--- src/rtl/fifo_pair_packer_if.sv ---
// fifo_pair_packer_if
//   Bundles the FIFO dequeue port and the packed valid/ready output of
//   fifo_pair_packer.
//   master : the packer side (pops the FIFO, drives the packed beat)
//   slave  : the environment side (FIFO head, flush, downstream ready)
//   Signals:
//     fifo_valid    FIFO non-empty, fifo_data is the head (fall-through)
//     fifo_data     FIFO head word
//     fifo_deque_en pop the FIFO head at this rising edge
//     flush         force emission of a held lone word
//     pk_valid      packed beat valid
//     pk_ready      consumer accepts the beat
//     pk_data       packed beat, first-popped word in the low lane
//     pk_mask       lane valid, 2'b11 pair / 2'b01 half beat
//     partial_cnt   half beats emitted since reset (wraps)
interface fifo_pair_packer_if #(
  parameter int DWIDTH = 64
);
  logic                  fifo_valid;
  logic [DWIDTH-1:0]     fifo_data;
  logic                  fifo_deque_en;
  logic                  flush;
  logic                  pk_valid;
  logic                  pk_ready;
  logic [2*DWIDTH-1:0]   pk_data;
  logic [1:0]            pk_mask;
  logic [31:0]           partial_cnt;

  modport master (
    input  fifo_valid, fifo_data, flush, pk_ready,
    output fifo_deque_en, pk_valid, pk_data, pk_mask, partial_cnt
  );

  modport slave (
    output fifo_valid, fifo_data, flush, pk_ready,
    input  fifo_deque_en, pk_valid, pk_data, pk_mask, partial_cnt
  );
endinterface

--- src/rtl/fifo_pair_packer.sv ---
// fifo_pair_packer
//   Pops words from a first-word fall-through FIFO and packs consecutive
//   pairs into one 2*DWIDTH beat on a valid/ready output. A lone word is
//   emitted as a half beat (mask 2'b01) after TIMEOUT idle cycles or when
//   flush is seen; TIMEOUT=0 leaves only the flush path.
//   Ports:
//     clk  single clock, rising edge
//     rst  synchronous active-high reset
//     bus  fifo_pair_packer_if.master (FIFO dequeue side + packed output)
module fifo_pair_packer #(
  parameter int DWIDTH  = 64,
  parameter int TIMEOUT = 16
) (
  input  logic               clk,
  input  logic               rst,
  fifo_pair_packer_if.master bus
);

  localparam int TW = (TIMEOUT > 0) ? $clog2(TIMEOUT + 1) : 1;
  localparam logic [TW-1:0] TMAX = TW'(TIMEOUT);

  typedef enum logic {IDLE, HALF} state_t;

  state_t                r_state;
  state_t                w_state_nxt;
  logic [DWIDTH-1:0]     r_lo_p0;
  logic [TW-1:0]         r_timer;
  logic                  r_vld_p1;
  logic [2*DWIDTH-1:0]   r_pk_data_p1;
  logic [1:0]            r_pk_mask_p1;
  logic [31:0]           r_partial_cnt;

  logic                  w_slot_free;
  logic                  w_pop;
  logic                  w_expire;
  logic                  w_capture;
  logic                  w_load_pair;
  logic                  w_load_half;

  function automatic logic [TW-1:0] sat_inc(input logic [TW-1:0] v);
    return (v == TMAX) ? v : v + TW'(1);
  endfunction

  assign w_slot_free = !r_vld_p1 || bus.pk_ready;
  // A pop in IDLE only fills lo, so it never waits on the output slot.
  assign w_pop       = !rst && bus.fifo_valid && (r_state == IDLE || w_slot_free);
  assign w_expire    = (TIMEOUT != 0) && (r_timer == TMAX);

  always_comb begin
    w_state_nxt = r_state;
    w_capture   = 1'b0;
    w_load_pair = 1'b0;
    w_load_half = 1'b0;
    case (r_state)
      IDLE: begin
        if (w_pop) begin
          w_capture   = 1'b1;
          w_state_nxt = HALF;
        end
      end
      HALF: begin
        // A completing word beats the timeout/flush in the same cycle.
        if (w_pop) begin
          w_load_pair = 1'b1;
          w_state_nxt = IDLE;
        end else if (w_slot_free && (bus.flush || w_expire)) begin
          w_load_half = 1'b1;
          w_state_nxt = IDLE;
        end
      end
      default: w_state_nxt = IDLE;
    endcase
  end

  always_ff @(posedge clk) begin
    if (rst) r_state <= IDLE;
    else     r_state <= w_state_nxt;
  end

  // Stage p0: lone-word holding register and its age timer
  always_ff @(posedge clk) begin
    if (rst) begin
      r_lo_p0 <= '0;
      r_timer <= '0;
    end else if (w_capture) begin
      r_lo_p0 <= bus.fifo_data;
      r_timer <= '0;
    end else if (r_state == HALF && !w_load_pair && !w_load_half) begin
      r_timer <= sat_inc(r_timer);
    end
  end

  // Stage p1: output beat register
  always_ff @(posedge clk) begin
    if (rst) begin
      r_vld_p1      <= 1'b0;
      r_pk_data_p1  <= '0;
      r_pk_mask_p1  <= 2'b00;
      r_partial_cnt <= '0;
    end else if (w_load_pair) begin
      r_vld_p1      <= 1'b1;
      r_pk_data_p1  <= {bus.fifo_data, r_lo_p0};
      r_pk_mask_p1  <= 2'b11;
    end else if (w_load_half) begin
      r_vld_p1      <= 1'b1;
      r_pk_data_p1  <= {{DWIDTH{1'b0}}, r_lo_p0};
      r_pk_mask_p1  <= 2'b01;
      r_partial_cnt <= r_partial_cnt + 32'd1;
    end else if (bus.pk_ready) begin
      r_vld_p1      <= 1'b0;
    end
  end

  assign bus.fifo_deque_en = w_pop;
  assign bus.pk_valid      = r_vld_p1;
  assign bus.pk_data       = r_pk_data_p1;
  assign bus.pk_mask       = r_pk_mask_p1;
  assign bus.partial_cnt   = r_partial_cnt;

endmodule

--- src/flat_wrapper.sv ---
// flat-port wrapper written by rule: the top's interface ports become plain ports
module fifo_pair_packer_flat 
#(
  parameter int DWIDTH  = 64,
  parameter int TIMEOUT = 16
)
  (clk, rst, bus_fifo_valid, bus_fifo_data, bus_flush, bus_pk_ready, bus_fifo_deque_en, bus_pk_valid, bus_pk_data, bus_pk_mask, bus_partial_cnt);
  fifo_pair_packer_if #(.DWIDTH(DWIDTH)) bus_i ();
  input  logic clk;
  input  logic rst;
  input wire logic [$bits(bus_i.fifo_valid)-1:0] bus_fifo_valid;
  input wire logic [$bits(bus_i.fifo_data)-1:0] bus_fifo_data;
  input wire logic [$bits(bus_i.flush)-1:0] bus_flush;
  input wire logic [$bits(bus_i.pk_ready)-1:0] bus_pk_ready;
  output wire logic [$bits(bus_i.fifo_deque_en)-1:0] bus_fifo_deque_en;
  output wire logic [$bits(bus_i.pk_valid)-1:0] bus_pk_valid;
  output wire logic [$bits(bus_i.pk_data)-1:0] bus_pk_data;
  output wire logic [$bits(bus_i.pk_mask)-1:0] bus_pk_mask;
  output wire logic [$bits(bus_i.partial_cnt)-1:0] bus_partial_cnt;
  assign bus_i.fifo_valid = bus_fifo_valid;
  assign bus_i.fifo_data = bus_fifo_data;
  assign bus_i.flush = bus_flush;
  assign bus_i.pk_ready = bus_pk_ready;
  assign bus_fifo_deque_en = bus_i.fifo_deque_en;
  assign bus_pk_valid = bus_i.pk_valid;
  assign bus_pk_data = bus_i.pk_data;
  assign bus_pk_mask = bus_i.pk_mask;
  assign bus_partial_cnt = bus_i.partial_cnt;
  fifo_pair_packer #(.DWIDTH(DWIDTH), .TIMEOUT(TIMEOUT)) u_core (.clk(clk), .rst(rst), .bus(bus_i));
endmodule
--- config.mk ---
export PLATFORM = sky130hd
export DESIGN_NAME = fifo_pair_packer_flat
export DESIGN_NICKNAME = d
export VERILOG_FILES = /design/src/rtl/fifo_pair_packer_if.sv /design/src/rtl/fifo_pair_packer.sv /design/src/flat_wrapper.sv
export SDC_FILE = /design/constraint.sdc
export NUM_CORES = 1
export LEC_CHECK = 0
export BUFFER_PORTS_ARGS = -buffer_cell sky130_fd_sc_hd__buf_4
export CAP_MARGIN = 20
export CORE_ASPECT_RATIO = 0.75
export CORE_MARGIN = 1
export CORE_UTILIZATION = 50
export DETAILED_ROUTE_END_ITERATION = 6
export GPL_ROUTABILITY_DRIVEN = 0
export PLACE_DENSITY = 0.74
export SLEW_MARGIN = 20
export SYNTH_ARGS = -nofsm -noshare
export SYNTH_HDL_FRONTEND = slang
export SYNTH_SLANG_ARGS = --single-unit
--- constraint.sdc ---
create_clock -name clk -period 4.59 [get_ports clk]
set_input_delay 0.459 -clock clk [delete_from_list [all_inputs] [get_ports clk]]
set_output_delay 0.459 -clock clk [all_outputs]
set_load 0.02 [all_outputs]
==> Word level (Yosys, flattened, before mapping) <==
Index checks and enable logic that the tools add are counted.
{ "word_totals": {"ff_bits": 233, "inputBits": 69, "output_inout_bits": 164, "elab_cells": 46} }
{ "op_classes": {"add_sub_neg": 2, "eq_ne": 1, "n_mux": 16, "bitwise": 3, "n_reduce_logical": 17} }
{ "ops": {"columns": ["operator", "count"], "rows": [
  ["2-to-1 mux 128 bit", 2],
  ["adder 32 x 1 -> 32 bit (second input constant)", 1],
  ["2-to-1 mux 1 bit", 11],
  ["adder 5 x 1 -> 5 bit (second input constant)", 1],
  ["== test 5 bit (second input constant)", 1],
  ["logical AND 1 bit", 5],
  ["logical NOT 1 bit", 4],
  ["2-to-1 mux 2 bit", 2],
  ["AND reduction 2 bit", 2],
  ["logical OR 1 bit", 3],
  ["inverter 1 bit", 3],
  ["nonzero test 3 bit", 1],
  ["case mux 1 bit (2 select lines)", 1],
  ["nonzero test 2 bit", 1],
  ["OR reduction 2 bit", 1]
]} }

==> Longest topological paths before layout <==
Gate-level depths: netlist (run 1).
{ "logic_depth": {"word_depth": 10, "mapped_depth": 9, "mapped_depth_nobuf": 7} }

==> Worst setup path after synthesis (run 1) <==
OpenSTA, ideal clock, no wires.
{ "synth_path": {"path_type": "register to register", "startpoint": "register u_core.r_partial_cnt[3], in the netlist u_core.bus.partial_cnt[3]", "endpoint": "register u_core.r_partial_cnt[31], in the netlist u_core.bus.partial_cnt[31]", "setup_time_ns": 0.123, "arrival_ns": 2.082, "t_required_ns": 4.467, "path_slack_ns": 2.385, "path_stages_with_launch": 7, "n_path_buf": 1, "synth_period_minus_slack_ns": 2.205, "cell_sequence": "dfxtp_1 -> and4_1 -> nand3_2 -> or3_1 -> clkbuf_1 -> or4_1 -> mux2_1"} }
{ "synth_via": {"elab_chain_len": 1} }
{ "synth_lines": {"columns": ["element", "line", "source"], "rows": [
  ["start: declaration", "fifo_pair_packer.sv:31", "logic [31:0] r_partial_cnt;"],
  ["start signal: assignment", "fifo_pair_packer.sv:108", "r_partial_cnt <= r_partial_cnt + 32'd1;"],
  ["adder 32 x 1 -> 32 bit", "fifo_pair_packer.sv:108", null]
]} }
Every way passes these cells.
A chain may end at the register's enable or synchronous reset.

==> Worst setup path in the final report (run 1) <==
{ "layout_path": {"startpoint": "register u_core.r_timer[0]", "endpoint": "register u_core.r_pk_data_p1[99], in the netlist u_core.bus.pk_data[99]"} }
{ "layout_via": {"elab_chain_len": 7} }
{ "layout_lines": {"columns": ["element", "line", "source"], "rows": [
  ["start: declaration", "fifo_pair_packer.sv:27", "logic [TW-1:0] r_timer;"],
  ["start signal: assignment", "fifo_pair_packer.sv:89", "r_timer <= sat_inc(r_timer);"],
  ["== test 5 bit", "fifo_pair_packer.sv:47", "assign w_expire = (TIMEOUT != 0) && (r_timer == TMAX);"],
  ["logical OR 1 bit", "fifo_pair_packer.sv:66", "end else if (w_slot_free && (bus.flush || w_expire)) begin"],
  ["logical AND 1 bit", "fifo_pair_packer.sv:66", null],
  ["2-to-1 mux 1 bit", "fifo_pair_packer.sv:66", null],
  ["2-to-1 mux 1 bit", "fifo_pair_packer.sv:63", "if (w_pop) begin"],
  ["2-to-1 mux 1 bit", "fifo_pair_packer.sv:54", "case (r_state)"],
  ["nonzero test 2 bit (no source line)", null, null],
  ["end signal: assignment", "fifo_pair_packer.sv:102", "r_pk_data_p1 <= {bus.fifo_data, r_lo_p0};"],
  ["end signal: assignment", "fifo_pair_packer.sv:106", "r_pk_data_p1 <= {{DWIDTH{1'b0}}, r_lo_p0};"],
  ["end: declaration", "fifo_pair_packer.sv:29", "logic [2*DWIDTH-1:0] r_pk_data_p1;"]
]} }
Every way passes these cells.

==> impl_metrics.csv, run 1 <==
group,metric,value,unit
clock_tree,post_cts_resized,0,
cells_and_area,drive_gt1_share,23.3,%
setup_path,cp-end-kind,"register",
global_route,grt_max_degree,74,
timing,setup_violations,0,
cells_and_area,area_growth,29.2,%
setup_path,ff2ff_setup_slack,1.86,ns
global_route,grt_pass1_wl,32.9,mm
routing,drtIter0Drc,413,
timing,drv_slew,0,
timing,finalCritPeriodShare,59.5,%
logic_synthesis,yosys_warnings,0,
setup_path,crit_path_start,"u_core.r_timer[0]",
logic_synthesis,yosysSeqAreaShare,54.4,%
setup_path,crit_fanout,73,
logic_synthesis,syn_avg_cell_area,8.51,um2
global_route,grt-ovfl-total,0,
place,hpwl,13.3,mm
job,drv_cap,0,
timing,rsz0062_at_grt,"false",
timing,period_needed,2.73,ns
clock_tree,clock_sinks,233,
timing,max_slew_margin,33.9,%
cells_and_area,final_util,66.0,%
place,placedCellCount,1386,
worst_hold_path,worstHoldPathType,"input port to register",
timing,finalHoldViolCount,0,
place,preCtsSetupSlack,1.76,ns
power,p_leak,4.36,nW
clock_tree,cts_setup_buffers,0,
routing,firstDrtPassIters,5,
timing,worst_slew_pin_slew,0.989,ns
floorplanning,io_pins,233,
routing,via_per_inst,5.18,
logic_synthesis,synthDistinctLibCells,40,
power,ir_drop,0.000222,V
routing,wirelength,20.6,mm
routing,wl_per_cell,14.5,um
setup_path,cp_data_arrival_time,3.17,ns
clock_tree,cts_max_level,1,
routing,drc,0,
clock_tree,cts-root-buf,"clkbuf_16",
floorplanning,core.rowCount,41,
timing,setup_tns,0,ns
global_route,antenna_found_initial,0,
floorplanning,fp.dieW,153,um
cells_and_area,finalNonFillerCells,1427,
cells_and_area,num_antenna_cells,0,
logic_synthesis,synth.net_count,1079,
logic_synthesis,synthesis.area,0.00857,mm2
floorplanning,core,0.0168,mm2
clock_tree,ctsLongestPathBuffers,3,
clock_tree,cts_buffers,23,
clock_tree,path_clk_slew,0.06,ns
floorplanning,initial_utilization,51.1,%
clock_tree,tritoncts,"yes",
outcome,outcome,"finished, final reports clean",
floorplanning,die_area,0.0177,mm2
global_route,grt_pass1_vias,6356,
timing,max_freq,366,MHz
floorplanning,die_y,115,um
timing,clock-skew-final,0.0136,ns
global_route,grt_use_total,22.5,%
clock_tree,clk_latency,0.50,ns
setup_path,r2r-start,"u_core.r_timer[0]",
routing,vias,7392,
setup_path,startpoint_type,"register",
timing,worst_slack,1.86,ns
cells_and_area,nNetsFinal,1268,
worst_hold_path,hold_start,"bus_fifo_data[52]",
routing,ant_nets,0,
logic_synthesis,syn_inst,1007,
clock_tree,cts_hold_buf,0,
power,power_density,380,mW/mm2
setup_path,critPathRequiredTime,5.03,ns
place,portBuffers,232,
logic_synthesis,synth-seq-cells,233,
setup_path,worstSetupPathType,"register to register",
==> kinds of logic (layout without fill, tap and decap cells) <==
family	after synthesis	after routing	share of synthesized area (%)
buffers and inverters	87	292	4.03
adder cells (fa/ha/maj)	3	3	0.438
multiplexers	3	3	0.365
AND/OR/NAND/NOR	436	436	23.3
AO/OA/AOI/OAI	222	222	15.1
flip-flops	233	233	54.4
XOR/XNOR	23	23	2.35
==> sequential cells by signal, indices dropped and copies added (netlist names) <==
register                count
u_core.bus.partial_cnt     32
u_core.bus.pk_data        128
u_core.bus.pk_mask          2
u_core.bus.pk_valid         1
u_core.r_lo_p0             64
u_core.r_state              1
u_core.r_timer              5
==> synthesized netlist by cell type <==
library cell	count	area, um2
dfxtp_1	233	4660
nand2_1	202	758
nor2_1	99	372
a21oi_1	79	395
o21ai_0	71	355
nand2b_1	65	407
a22oi_1	64	480
clkbuf_1	64	240
xnor2_1	19	166
inv_1	10	37.5
nand4_1	10	62.6
nor4_1	10	62.6
nor3_1	9	45.0
buf_1	8	30.0
or3_1	8	50.1
nand3_1	7	35.0
or4_1	6	45.0
o31ai_1	5	37.5
xor2_1	4	35.0
and2_1	3	18.8
and4_1	3	26.3
buf_2	3	15.0
ha_1	3	37.5
and3_1	2	12.5
buf_6	2	22.5
mux2i_1	2	20.0
nor2b_1	2	12.5
or2_2	2	12.5
a21bo_2	1	10.0
a21o_1	1	7.51
and4bb_1	1	12.5
mux2_1	1	11.3
nand2b_2	1	8.76
nand3_2	1	10.0
nand3b_1	1	7.51
nor4b_1	1	8.76
o211ai_2	1	12.5
or2_1	1	6.26
or3_4	1	11.3
or4bb_1	1	11.3
==> layer usage <==
layer | track usage [%] | vias up | wire (um)
li1 | - | 3754 | -
met1 | 32.5 | 3402 | 10000
met2 | 35.2 | 214 | 9070
met3 | 4.49 | 22 | 1300
met4 | 4.44 | 0 | 229
met5 | 0 | - | 0
==> path summary, 6_finish.rpt <==
kind	end	cells after the start
hold / removal	u_core.r_lo_p0[52]	3
setup / recovery	u_core.bus.pk_data[99]	8
hold reg to reg	u_core.bus.pk_data[25]	2
setup reg to reg	u_core.bus.pk_data[99]	8
==> where the power goes <==
| group | switching (W) | total, W | internal (W) |
|---|---|---|---|
| combinational | 0.000207 | 0.000339 | 0.000132 |
| sequential | 0.0000384 | 0.00213 | 0.00210 |
| clock | 0.000737 | 0.00173 | 0.000995 |
==> layout make-up <==
type	instances	area [um2]
clock inverters	4	23.8
flip-flops and latches	233	4660
multi-input cells	687	3600
clock buffers	37	668
inverters	10	37.5
repair buffers	241	1810
fillers	1439	5700
well taps	215	269
==> cells in the final DEF (no fill, tap or decap), drive strengths merged, types with 2 or more instances in the layout <==
cell / instances
nor3: 9
inv: 11
and3: 2
or2: 3
xnor2: 19
o21ai: 71
dfxtp: 233
or3: 9
ha: 3
and2: 3
nand4: 10
nand2: 202
clkbuf: 37
nand3: 8
a22oi: 64
nand2b: 66
nor2: 99
nor4: 10
xor2: 4
a21oi: 79
o31ai: 5
or4: 6
buf: 241
and4: 3
nor2b: 2
mux2i: 2
clkinv: 3
==> through the flow <==
stage,power [W],cell area (um2),hold slack [ns]
4_1_cts,0.00426,11100,0.144
3_5_place_dp,0.00252,10400,0.444
3_3_place_gp,0.00251,10400,0.438
5_1_grt,0.00438,11100,0.156
6_report,0.00420,11100,0.162
2_1_floorplan,0.00237,8570,0.432
==> critical path, stage by stage, from the launching register on <==
cell and delay [ns]:
dfxtp_1 0.34, inv_1 0.08, ha_1 0.22, and4bb_1 0.25, nor2_1 0.32, a21o_4 0.71, buf_4 0.44, a22oi_1 0.15
nor2_1 0.14
Power figures use the tool's default switching activity.
==> inputs of run 2 (changes only) <==
--- a/config.mk
+++ b/config.mk
@@ -5,6 +5,7 @@
 export SDC_FILE = /design/constraint.sdc
 export NUM_CORES = 1
 export LEC_CHECK = 0
+export ABC_AREA = 1
 export BUFFER_PORTS_ARGS = -buffer_cell sky130_fd_sc_hd__buf_4
 export CAP_MARGIN = 20
 export CORE_ASPECT_RATIO = 0.75
@@ -12,7 +13,7 @@
 export CORE_UTILIZATION = 50
 export DETAILED_ROUTE_END_ITERATION = 6
 export GPL_ROUTABILITY_DRIVEN = 0
-export PLACE_DENSITY = 0.74
+export PLACE_DENSITY = 0.73
 export SLEW_MARGIN = 20
 export SYNTH_ARGS = -nofsm -noshare
 export SYNTH_HDL_FRONTEND = slang
==> constraint.sdc (replaced) <==
create_clock -name clk -period 2.55 [get_ports clk]
set_input_delay 0.255 -clock clk [delete_from_list [all_inputs] [get_ports clk]]
set_output_delay 0.255 -clock clk [all_outputs]
set_load 0.02 [all_outputs]
==> run 2 against run 1 <==
Effect of this change: global-route usage is 4.3 points higher; wire length is 19% higher; first-iteration DRC count is 37% higher; non-clock buffer count is 43 higher; largest power group unchanged; register-to-register slack worse by 1.3 ns; flip-flop and latch count stayed put; fmax is 34% higher; clock power is 83% higher; design area is 6.1% higher; clock skew is 0.0026 ns lower.
==> impl_metrics.csv, run 2 <==
group,metric,value,unit
outcome,outcome,"finished, final reports clean",
cells_and_area,mostFrequentLayoutCell,"nand2_1",
setup_path,r2r-start,"u_core.r_timer[0]",
place,hpwl,16.2,mm
setup_path,crit_fanout,26,
power,ir_drop,0.000440,V
cells_and_area,num-fill-cells,1445,
timing,drv_slew,0,
cells_and_area,seq_area,0.00466,mm2
setup_path,critPathRequiredTime,2.96,ns
clock_tree,cts_max_level,1,
worst_hold_path,hold_end,"u_core.r_lo_p0[2]",
logic_synthesis,async_flop_share,0,%
floorplanning,fp.dieW,156,um
routing,drtIter0Drc,564,
logic_synthesis,yosysMostFrequentCell,"nand2_1",
timing,max_slew_margin,37.6,%
routing,firstDrtPassIters,5,
logic_synthesis,synth_edf_count,0,
clock_tree,tritoncts,"yes",
cells_and_area,drive_gt1_share,20.9,%
worst_hold_path,min_path_cells,3,
timing,finalCritPeriodShare,79.8,%
routing,vias,8473,
global_route,grt_max_degree,84,
timing,clock-skew-final,0.0110,ns
cells_and_area,num_antenna_cells,0,
global_route,grt_pass1_vias,7782,
global_route,grt-ovfl-total,0,
cells_and_area,area_growth,32.8,%
timing,rsz0062_at_grt,"false",
logic_synthesis,yosysSeqAreaShare,52.7,%
job,drv_cap,0,
timing,worst_slew_pin_slew,0.936,ns
global_route,antenna_found_initial,0,
clock_tree,path_clk_slew,0.06,ns
power,total_power,0.00817,W
setup_path,ff2ff_setup_slack,0.51,ns
floorplanning,io_pins,233,
global_route,grt_use_total,26.9,%
cells_and_area,largest_reg_flops,128,
setup_path,cp-end-kind,"register",
floorplanning,die_y,117,um
power,power_density,695,mW/mm2
setup_path,r2r_end,"u_core.bus.partial_cnt[27]",
floorplanning,core.rowCount,41,
clock_tree,ctsLongestPathBuffers,3,
logic_synthesis,synth_top_area_share,52.7,%
clock_tree,post_cts_resized,0,
clock_tree,cts_buffers,23,
clock_tree,clk_latency,0.50,ns
logic_synthesis,synthDistinctLibCells,29,
timing,period_needed,2.04,ns
timing,max_freq,491,MHz
logic_synthesis,synth_commonest_cells,"258 x nand2_1, 233 x dfxtp_1, 152 x a21oi_1, 104 x inv_1, 100 x o21ai_0",
logic_synthesis,syn_inst,1158,
floorplanning,core,0.0171,mm2
routing,drc,0,
clock_tree,cts_setup_buffers,0,
setup_path,cp_data_arrival_time,2.45,ns
worst_hold_path,worstHoldPathType,"input port to register",
floorplanning,initial_utilization,51.8,%
timing,finalHoldViolCount,0,
logic_synthesis,synthesis.area,0.00885,mm2
cells_and_area,nNetsFinal,1468,
timing,setup_violations,0,
logic_synthesis,yosys_warnings,0,
setup_path,worstRegToRegCells,9,
routing,wl_per_cell,15.0,um
worst_hold_path,hold_start,"bus_fifo_data[2]",
setup_path,startpoint_type,"register",
routing,ant_nets,0,
routing,via_per_inst,5.15,
floorplanning,die_area,0.0182,mm2
power,p_leak,4.78,nW
setup_path,worstSetupPathType,"register to register",
logic_synthesis,synth_flop_cell,"dfxtp_1",
logic_synthesis,syn_avg_cell_area,7.64,um2
place,portBuffers,232,
logic_synthesis,synth_top_area_cell,"dfxtp_1",
logic_synthesis,synth.net_count,1230,
cells_and_area,multi_input_area,0.00348,mm2
logic_synthesis,synth_area_leaders,"dfxtp_1 53%, nand2_1 11%, a21oi_1 8.6%",
clock_tree,cts-root-buf,"clkbuf_16",
global_route,grt_pass1_wl,39.4,mm
logic_synthesis,synth-seq-cells,233,
cells_and_area,layout_common_cells,"257 x nand2_1, 249 x buf_4, 233 x dfxtp_1",
routing,wirelength,24.6,mm
clock_tree,cts_hold_buf,34,
timing,setup_tns,0,ns
clock_tree,clock_sinks,233,
-- run 2: where the power goes --
part | internal (W) | switching (W)
Clock | 0.00180 | 0.00136
Sequential | 0.00385 | 0.0000945
Combinational | 0.000406 | 0.000660
Total | 0.00606 | 0.00211
-- run 2: worst max-delay path by stage --
stage,from,end,depth (start not counted)
after floorplan,u_core.bus.partial_cnt[0],u_core.bus.partial_cnt[20],8
after CTS,u_core.r_timer[0],u_core.bus.partial_cnt[27],9
after global routing,u_core.r_timer[0],u_core.bus.partial_cnt[20],9
final,u_core.r_timer[0],u_core.bus.partial_cnt[27],9
after detailed placement,u_core.r_timer[0],u_core.bus.partial_cnt[4],10
after global placement,u_core.r_timer[0],u_core.bus.partial_cnt[4],10
-- run 2: critical path, stage by stage, from the launching register on --
cell and delay (ns):
dfxtp_1 0.32, inv_1 0.09, ha_1 0.17, nand3_2 0.12, nand2_1 0.12, nand2_1 0.15, nor2_4 0.52, buf_4 0.24
nand2_1 0.07, a21oi_1 0.13
-- run 2: final cells by class --
class / count / share of cell area, %
sequential: 233 / 39.7
multi-input combinational: 748 / 29.6
timing repair buffer: 284 / 19.0
clock buffer: 34 / 5.67
inverter: 106 / 3.38
tap: 236 / 2.51
clock inverter: 3 / 0.213
-- run 2: logic make-up (layout without fill, tap and decap cells) --
| logic type | Yosys count | count (layout) | share of synthesized area (%) |
|---|---|---|---|
| simple gates | 446 | 446 | 21.2 |
| compound gates | 290 | 290 | 16.6 |
| flops | 233 | 233 | 52.7 |
| buf+inv | 177 | 427 | 8.24 |
| xor+xnor | 9 | 9 | 0.891 |
| fa+ha+maj | 3 | 3 | 0.424 |
-- run 2: through the flow --
stage               setup slack [ns]  cells  util (%)  hold WS (ns)  instance area [um2]
floorplan                      0.790   1158         -         0.394                 8850
global placement               0.629   1573      62.8         0.432                10700
detailed placement             0.584   1573      62.8         0.437                10700
CTS                            0.542   1644      68.8     0.0000304                11800
global route                   0.242   1644      68.8       0.00799                11800
finish                         0.514   1644      68.8       0.00361                11800
-- run 2: metal layers --
layer	vias to the layer above	track usage [%]	part of all wire, %	wire, um
met5	-	0	0	0
met3	35	5.85	7.0	1710
met1	3909	36.6	47	11600
met4	0	7.58	1.6	402
li1	4246	-	-	-
met2	283	43.2	44	10900
==> inputs of run 3 (changes only) <==
--- a/config.mk
+++ b/config.mk
@@ -5,7 +5,7 @@
 export SDC_FILE = /design/constraint.sdc
 export NUM_CORES = 1
 export LEC_CHECK = 0
-export ABC_AREA = 1
+export ABC_AREA = 0
 export BUFFER_PORTS_ARGS = -buffer_cell sky130_fd_sc_hd__buf_4
 export CAP_MARGIN = 20
 export CORE_ASPECT_RATIO = 0.75
@@ -13,7 +13,7 @@
 export CORE_UTILIZATION = 50
 export DETAILED_ROUTE_END_ITERATION = 6
 export GPL_ROUTABILITY_DRIVEN = 0
-export PLACE_DENSITY = 0.73
+export PLACE_DENSITY = 0.74
 export SLEW_MARGIN = 20
 export SYNTH_ARGS = -nofsm -noshare
 export SYNTH_HDL_FRONTEND = slang
==> constraint.sdc (replaced) <==
create_clock -name clk -period 2.1 [get_ports clk]
set_input_delay 0.21 -clock clk [delete_from_list [all_inputs] [get_ports clk]]
set_output_delay 0.21 -clock clk [all_outputs]
set_load 0.02 [all_outputs]
==> run 3 against run 2 <==
Effect of this change: first-iteration DRC count up 1.8%; critical path type unchanged; sequential share of layout area down 1.8 points; count of clock-buffer cells in the layout down 3; cell count down 7.1%; critical path depth down 2.
==> impl_metrics.csv, run 3 (synthesis results as in run 1) <==
group,metric,value,unit
setup_path,cp_top_family,"simple AND/OR/NAND/NOR gates",
cells_and_area,layout_common_cells,"267 x buf_4, 225 x dfxtp_1, 202 x nand2_1",
setup_path,r2r-start,"u_core.r_timer[0]",
timing,rsz0062_at_grt,"true",
power,p_leak,4.95,nW
floorplanning,fp.dieW,153,um
floorplanning,die_area,0.0177,mm2
routing,vias,7947,
routing,drtIter0Drc,574,
global_route,grt_use_total,24.6,%
timing,finalHoldViolCount,0,
cells_and_area,final_util,73.6,%
cells_and_area,num_antenna_cells,0,
setup_path,max_stage_delay,0.42,ns
floorplanning,die_y,115,um
routing,via_per_inst,5.20,
timing,drv_slew,0,
floorplanning,initial_utilization,51.1,%
global_route,grt_max_degree,140,
timing,setup_violations,0,
timing,worst_slew_pin_slew,0.915,ns
global_route,antenna_found_initial,0,
job,drv_cap,0,
clock_tree,path_clk_slew,0.06,ns
worst_hold_path,hold_end,"u_core.r_state",
setup_path,ff2ff_setup_slack,0.01,ns
setup_path,crit_chain,"inv_2, ha_4, and4bb_2, o211ai_2, or3_1, or4_1, mux2_1",
clock_tree,cts_max_level,1,
timing,max_freq,479,MHz
cells_and_area,area_growth,43.9,%
routing,wl_per_cell,15.0,um
setup_path,worstSetupPathType,"register to register",
timing,finalCritPeriodShare,99.4,%
worst_hold_path,worstHoldPathType,"input port to register",
timing,clock-skew-final,0.0103,ns
routing,firstDrtPassIters,5,
global_route,grt-ovfl-total,0,
power,ir_drop,0.000604,V
timing,worst_slack,0.0124,ns
clock_tree,clk_latency,0.49,ns
outcome,outcome,"finished, final reports clean",
cells_and_area,largest_reg_flops,128,
setup_path,cp-end-kind,"register",
floorplanning,core.rowCount,41,
timing,hold_slack,0.0360,ns
global_route,grt_pass1_wl,35.9,mm
cells_and_area,num-fill-cells,1259,
setup_path,crit_fanout,2,
clock_tree,cts-root-buf,"clkbuf_16",
place,portBuffers,232,
cells_and_area,nNetsFinal,1370,
clock_tree,ctsLongestPathBuffers,3,
floorplanning,core,0.0168,mm2
clock_tree,clock_sinks,233,
setup_path,slowest_stage,"or4_1",
setup_path,startpoint_type,"register",
timing,period_needed,2.09,ns
timing,max_slew_margin,39.0,%
floorplanning,io_pins,233,
cells_and_area,mostFrequentLayoutCell,"buf_4",
cells_and_area,drive_gt1_share,26.7,%
worst_hold_path,hold_start,"bus_fifo_valid",
routing,drc,0,
place,hpwl,13.9,mm
global_route,grt_pass1_vias,7224,
setup_path,r2r_end,"u_core.bus.partial_cnt[31]",
routing,wirelength,23.0,mm
setup_path,critPathRequiredTime,2.48,ns
power,power_density,805,mW/mm2
setup_path,worstRegToRegCells,7,
setup_path,cp_data_arrival_time,2.47,ns
clock_tree,tritoncts,"yes",
place,preCtsSetupSlack,-0.0435,ns
clock_tree,cts_buffers,23,
worst_hold_path,min_path_cells,3,
routing,ant_nets,0,
setup_path,cp_num_buf_inv,1,
==> run 3: cell types whose count changed in the layout (fill, tap and decap cells not counted), moves of 8 or more <==
| cell | delta |
|---|---|
| dlygate4sd3_1 | +30 |
| o21ai_1 | -35 |
| nor2_1 | +27 |
| dfxtp_1 | -8 |
| a22oi_1 | +64 |
| nand3_1 | -81 |
| buf_4 | +18 |
| xnor2_1 | +14 |
| inv_1 | -95 |
| o21ai_0 | -29 |
| nand2b_1 | +65 |
| dfxtp_2 | +8 |
| nand2_1 | -55 |
| a21oi_1 | -76 |
==> run 3: per-stage QoR <==
step	instance area, um2	total power (W)	std cells	TNS [ns]
3_3_place_gp	10700	0.00554	1415	-0.0000939
3_5_place_dp	10700	0.00555	1415	-0.200
2_1_floorplan	8580	0.00517	1007	-0.0492
6_report	12300	0.00994	1527	0
4_1_cts	12300	0.00999	1526	-0.0883
5_1_grt	12300	0.0103	1527	-0.346
==> run 3: how the worst max path moves through the flow <==
stage / slack (ns) / startpoint / cells after the start / endpoint
CTS: -0.04 / u_core.r_timer[0] / 8 / u_core.bus.partial_cnt[28]
global route: -0.07 / u_core.r_timer[0] / 9 / u_core.bus.partial_cnt[28]
global placement: -0.00009 / u_core.r_timer[0] / 8 / u_core.bus.partial_cnt[20]
detailed placement: -0.04 / u_core.r_timer[0] / 8 / u_core.bus.partial_cnt[28]
floorplan: -0.05 / u_core.r_timer[0] / 8 / u_core.bus.partial_cnt[31]
finish: 0.01 / u_core.r_timer[0] / 7 / u_core.bus.partial_cnt[31]
==> run 3: timing repair <==
action / 4_1_cts / 5_1_grt
setup endpoints to repair: 9 / 86
gates cloned: 0 / 0
resized for setup: 10 / 15
pin swaps: 6 / 7
hold buffers: 64 / 0
buffers inserted: 8 / 1
endpoints found under the hold margin: 127 / 0
==> run 3: layout make-up <==
cell class | count | area (um2) | area share [%]
flip-flops and latches | 233 | 4670 | 37.9
inverters | 10 | 37.5 | 0.304
clock buffers | 31 | 666 | 5.39
multi-input cells | 687 | 3680 | 29.8
clock inverters | 8 | 144 | 1.17
well taps | 215 | 269 | 2.18
repair buffers | 343 | 2870 | 23.2
==> run 3: worst reg2reg max path, cell delays in order, from the launching register on <==
cell      delay (ns)
dfxtp_2         0.32
inv_2           0.08
ha_4            0.14
and4bb_2        0.26
o211ai_2        0.10
or3_1           0.34
or4_1           0.42
mux2_1          0.32
==> run 3: power by group <==
part | internal, W | leakage (nW) | switching, W
Sequential | 0.00458 | 1.90 | 0.0000821
Combinational | 0.000414 | 2.65 | 0.000502
Clock | 0.00270 | 0.402 | 0.00166
==> run 3: routing by layer <==
layer / vias up / wire, um / share of wire [%] / GRT usage (%)
met1: 3690 / 10400 / 45 / 32.6
met3: 41 / 1330 / 5.8 / 3.93
li1: 3952 / - / - / -
met2: 264 / 10700 / 46 / 41.4
met4: 0 / 565 / 2.5 / 7.95
met5: - / 0 / 0 / 0
